`src/rtl/xfer_pkg.sv`:
```
// Shared definitions for the transfer engine: state encoding and default geometry.
package xfer_pkg;

    typedef enum logic [1:0] {
        ST_IDLE = 2'd0,
        ST_XFER = 2'd1,
        ST_DONE = 2'd2
    } xfer_state_e;

    localparam int XFER_ADDR_W   = 8;
    localparam int XFER_MAX_WAIT = 4;
    localparam int XFER_WAIT_W   = 4;

    // Increment that sticks at the ceiling instead of wrapping.
    function automatic logic [XFER_WAIT_W-1:0] sat_inc(
        input logic [XFER_WAIT_W-1:0] val,
        input logic [XFER_WAIT_W-1:0] ceil
    );
        if (val >= ceil) begin
            sat_inc = ceil;
        end else begin
            sat_inc = val + {{(XFER_WAIT_W-1){1'b0}}, 1'b1};
        end
    endfunction

endpackage

```
`src/rtl/xfer_wait_timer.sv`:
```
// Counts consecutive target stalls and raises a registered dly flag once the
// run reaches MAX_WAIT; an accepted beat or a new transfer clears both.
module xfer_wait_timer
    import xfer_pkg::*;
#(
    parameter int MAX_WAIT = XFER_MAX_WAIT
) (
    input  logic clk,
    input  logic rst,
    input  logic count_en,
    input  logic clear,
    output logic dly
);

    localparam logic [XFER_WAIT_W-1:0] MAX_W = XFER_WAIT_W'(MAX_WAIT);

    logic [XFER_WAIT_W-1:0] cnt_q;
    logic [XFER_WAIT_W-1:0] cnt_d;
    logic                   dly_q;
    logic                   dly_d;

    // Next stall count and flag.
    always_comb begin
        cnt_d = cnt_q;
        dly_d = dly_q;
        if (clear) begin
            cnt_d = {XFER_WAIT_W{1'b0}};
            dly_d = 1'b0;
        end else if (count_en) begin
            cnt_d = sat_inc(cnt_q, MAX_W);
            dly_d = (cnt_d == MAX_W);
        end else begin
            cnt_d = cnt_q;
            dly_d = dly_q;
        end
    end

    // Stall counter and flag registers.
    always_ff @(posedge clk or posedge rst) begin
        if (rst) begin
            cnt_q <= {XFER_WAIT_W{1'b0}};
            dly_q <= 1'b0;
        end else begin
            cnt_q <= cnt_d;
            dly_q <= dly_d;
        end
    end

    assign dly = dly_q;

endmodule

```
`src/rtl/xfer_engine.sv`:
```
// Burst transfer engine: on a grant, issues len+1 address-incrementing beats
// to a target that may stall, then pulses done and returns to idle.
module xfer_engine
    import xfer_pkg::*;
#(
    parameter int ADDR_W   = XFER_ADDR_W,
    parameter int MAX_WAIT = XFER_MAX_WAIT
) (
    input  logic              clk,
    input  logic              rst,
    input  logic              gnt,
    input  logic [3:0]        len,
    input  logic [ADDR_W-1:0] base,
    input  logic              tgt_rdy,
    output logic [ADDR_W-1:0] addr,
    output logic              wr_en,
    output logic              busy,
    output logic              dly,
    output logic              done
);

    xfer_state_e       state_q;
    xfer_state_e       state_d;
    logic [ADDR_W-1:0] addr_q;
    logic [ADDR_W-1:0] addr_d;
    logic [3:0]        cnt_q;
    logic [3:0]        cnt_d;
    logic              done_q;
    logic              done_d;
    logic              wt_en_s;
    logic              wt_clear_s;

    // Next-state, beat counter and address sequencing.
    always_comb begin
        state_d    = state_q;
        addr_d     = addr_q;
        cnt_d      = cnt_q;
        done_d     = 1'b0;
        wt_en_s    = 1'b0;
        wt_clear_s = 1'b0;
        case (state_q)
            ST_IDLE: begin
                if (gnt) begin
                    state_d    = ST_XFER;
                    addr_d     = base;
                    cnt_d      = len;
                    wt_clear_s = 1'b1;
                end else begin
                    state_d = ST_IDLE;
                end
            end
            ST_XFER: begin
                if (tgt_rdy) begin
                    addr_d     = addr_q + {{(ADDR_W-1){1'b0}}, 1'b1};
                    wt_clear_s = 1'b1;
                    if (cnt_q == 4'd0) begin
                        state_d = ST_DONE;
                        done_d  = 1'b1;
                    end else begin
                        cnt_d = cnt_q - 4'd1;
                    end
                end else begin
                    wt_en_s = 1'b1;
                end
            end
            ST_DONE: begin
                state_d = ST_IDLE;
            end
            default: begin
                state_d = ST_IDLE;
            end
        endcase
    end

    // State, address, beat counter and done registers.
    always_ff @(posedge clk or posedge rst) begin
        if (rst) begin
            state_q <= ST_IDLE;
            addr_q  <= {ADDR_W{1'b0}};
            cnt_q   <= 4'd0;
            done_q  <= 1'b0;
        end else begin
            state_q <= state_d;
            addr_q  <= addr_d;
            cnt_q   <= cnt_d;
            done_q  <= done_d;
        end
    end

    xfer_wait_timer #(
        .MAX_WAIT (MAX_WAIT)
    ) u_wait_timer (
        .clk      (clk),
        .rst      (rst),
        .count_en (wt_en_s),
        .clear    (wt_clear_s),
        .dly      (dly)
    );

    // wr_en follows tgt_rdy combinationally so a beat is issued in the cycle it is accepted.
    assign wr_en = (state_q == ST_XFER) & tgt_rdy;
    assign busy  = (state_q != ST_IDLE);
    assign addr  = addr_q;
    assign done  = done_q;

endmodule

```
`config.mk`:
```
export PLATFORM = sky130hd
export DESIGN_NAME = xfer_engine
export DESIGN_NICKNAME = d
export VERILOG_FILES = /design/src/rtl/xfer_pkg.sv /design/src/rtl/xfer_wait_timer.sv /design/src/rtl/xfer_engine.sv
export SDC_FILE = /design/constraint.sdc
export NUM_CORES = 1
export LEC_CHECK = 0
export CAP_MARGIN = 5
export CORE_MARGIN = 2
export CORE_UTILIZATION = 40
export CTS_CLUSTER_DIAMETER = 100
export DETAILED_ROUTE_END_ITERATION = 6
export HOLD_SLACK_MARGIN = 0.05
export PLACE_DENSITY = 0.68
export SETUP_SLACK_MARGIN = 0.02
export SLEW_MARGIN = 10
export SYNTH_ARGS = -nofsm -noshare
export SYNTH_HDL_FRONTEND = slang
export SYNTH_SLANG_ARGS = --single-unit
```
`constraint.sdc`:
```
create_clock -name clk -period 1.6 [get_ports clk]
set_input_delay 0.16 -clock clk [delete_from_list [all_inputs] [get_ports clk]]
set_output_delay 0.16 -clock clk [all_outputs]
set_load 0.05 [all_outputs]
```
==> metrics <==
status=finished clean; Worst Path Max Fanout=3; post-place setup slack=-219 ps; minimum clock period=roughly 1500 ps; layout cells sized above 1=22.9%; Crit path arrival time=around 1700 ps; Maximum Capacitance Violations=0; CP startpoint kind=flip-flop; CTS root buf=clkbuf_4; sequential share of the synthesized area=46.1%; Crit. Startpoint=cnt_q[0]; Post-route DRC=0; antenna fix cells=0; flops & latches, synth=20; fin cells=around 180; total core area=around 2500 sq um; Final period util=between 90 and 100%; clock network power share=between 10% and 20%; WP data required=1840 ps; vias in the first global route=slightly below 1000; Least-Margin Pin Slew=around 500 ps; Unique masters post-synth=38; Setup crit end kind=flip-flop; gpl congestion=roughly 0.72; nets=173; port bufs=27; Top-Level Pins=28; CTS Sinks=20; power share of the combinational group=~57%; H-Tree Depth=1; Main synth FF type=dfrtp_1; post_cts resized=2; CTS buffer count=3; Post-synth EDFFs=0; Post-Syn Nets=roughly 140; gr usage total=16.7%; Detail Route Antenna Nets=0; largest net degree at the start of global routing=21; Final HPWL DP=roughly 1800 microns; Min Hold Slack=170 ps; first-pass GRT wire length=between 4000 and 5000 microns; grt total ovfl=0; WL final=between 2000 and 2500 microns; P_int=1.50 mW; die area=~3100 sq um; DR iter-0 viols=18; leakage=approximately 0.66 nW; drt via density=about 5.5; Layout area overhead=32.8%; RSZ-0062 raised after global routing=yes; Total Power=a little under 3 mW; synthesized area per cell=a little over 9 sq um; hold buffer count at CTS=0; Initial Util=roughly 43%; worst clock skew=approximately 17 ps; FILL cells=around 230; row cnt=18; worst r2r src=cnt_q[0]; Worst Path Class, Setup=reg2reg; Final WS setup=126 ps; clock latency on the worst-skew pair=~300 ps; CTS tree=built; P per Cell Area=roughly 2000 nW/um^2; Vias=1004; placed cell count=179; Reg2Reg Setup Slack=approximately 130 ps; clk buf depth=2; depth of the most critical reg-to-reg path=5; Hold Path Class=in2async; max_slew headroom=between 60% and 70%; Net Switching=around 1.4 mW; Die Ht=56.1 microns; Syn Inst Count=120; Mapped Area=1090 sq um; Die X-Extent=roughly 56 microns; DRT Pass-1 Iters=4; Post-synth ARST share=100%; switching share of total power=approximately half; Setup Viol. Count Final=0; Peak Freq=679 MHz; total number of yosys warnings=0; initial antenna violation count=0; WL/cell=about 13 microns; Max Transition Viols Final=0; Critical R2R Capture=cnt_q[2]; Hold Fails Final Rpt=0; clk slew on worst S/H paths=130 ps; sequential share of power=roughly 32%; post-CTS setup buffer count=0; Worst VDD drop=between 1 and 1.5 mV
==> routing by layer <==
metal	up-vias	part of all wire [%]	track usage, %	routed length, microns
met3	2	4.3	3.26	105
met4	0	0.73	6.46	18
met2	23	48	25.7	1180
li1	496	-	-	-
met1	483	47	22.9	1160
met5	-	0	0	0
==> area by class of cell <==
| type | count | area (sq um) | share of cell area, % |
|---|---|---|---|
| Clock buffer | 4 | 36.3 | 2.52 |
| Timing Repair Buffer | 33 | 298 | 20.6 |
| Sequential cell | 20 | 503 | 34.9 |
| Tap cell | 30 | 37.5 | 2.60 |
| Inverter | 4 | 15.0 | 1.04 |
| Multi-Input combinational cell | 92 | 553 | 38.3 |
==> registers in the layout (all words and copies together) (netlist names) <==
name                count
addr                    8
cnt_q                   4
done                    1
state_q                 2
u_wait_timer.cnt_q      4
u_wait_timer.dly        1
==> worst max-delay path, stage by stage (launching register included) <==
cell	delay (ps)
dfrtp_1	400
inv_1	70
ha_1	230
and4bb_2	260
or3_1	340
o21ai_1	140
==> power by group through the flow <==
| stage | clock [mW] | sequential, mW | combinational [mW] |
|---|---|---|---|
| finish | 0.295 | 0.939 | 1.66 |
| global route | 0.327 | 0.979 | 1.81 |
| CTS | 0.308 | 0.933 | 1.66 |
| detailed placement | 0 | 0.936 | 1.65 |
| global placement | 0 | 0.928 | 1.61 |
| floorplan | 0 | 1.26 | 0.848 |
==> Yosys cell counts, drive strengths merged, types with 2 or more instances <==
| library cell | instances | area (sq um) |
|---|---|---|
| or2 | 2 | 15.0 |
| buf | 3 | 22.5 |
| nor2 | 14 | 52.6 |
| inv | 4 | 15.0 |
| o21ai | 12 | 60.1 |
| nand2b | 3 | 18.8 |
| ha | 3 | 37.5 |
| or3 | 2 | 12.5 |
| dfrtp | 20 | 500 |
| and2 | 2 | 12.5 |
| nand3 | 4 | 20.0 |
| nand2 | 13 | 51.3 |
| a2bb2oi | 2 | 23.8 |
| nor3 | 5 | 30.0 |
| a21oi | 14 | 73.8 |
==> kinds of logic after synthesis <==
kind of cell               after synthesis  share of synthesized area (%)
and+or+nand+nor                         50                           23.4
DFF                                     20                           46.1
muxes                                    1                          0.922
AOI/OAI and AO/OA                       38                           22.0
buffers and inverters                    8                           4.15
adders and majority gates                3                           3.46
==> placed cells by master, fill, tap and decap left out, types with 2 or more instances in the layout <==
cell type	count
dfrtp_1	18
nand2b_1	2
dfrtp_2	2
nand3_1	4
nand2_1	12
buf_4	17
and2_1	2
o21ai_1	2
nor2_1	13
nor3_1	4
clkbuf_4	3
inv_1	4
clkdlybuf4s50_1	15
a21oi_1	13
ha_1	3
or3_1	2
o21ai_0	10
==> worst max-delay path by stage <==
stage,end,slack [ps],cells after the start
2_1_floorplan,addr[5],60,4
3_3_place_gp,addr[0],-170,5
3_5_place_dp,addr[0],-220,5
4_1_cts,wr_en,80,4
5_1_grt,cnt_q[2],10,5
6_report,cnt_q[2],130,5
==> metrics by stage <==
stage,TNS (ps),utilization (%),area (sq um)
floorplan,0,-,1090
global placement,-608,55.2,1390
detailed placement,-881,55.2,1390
CTS,0,56.8,1430
global route,0,57.2,1440
finish,0,57.2,1440
No activity file was read; power rests on OpenSTA's default activity.
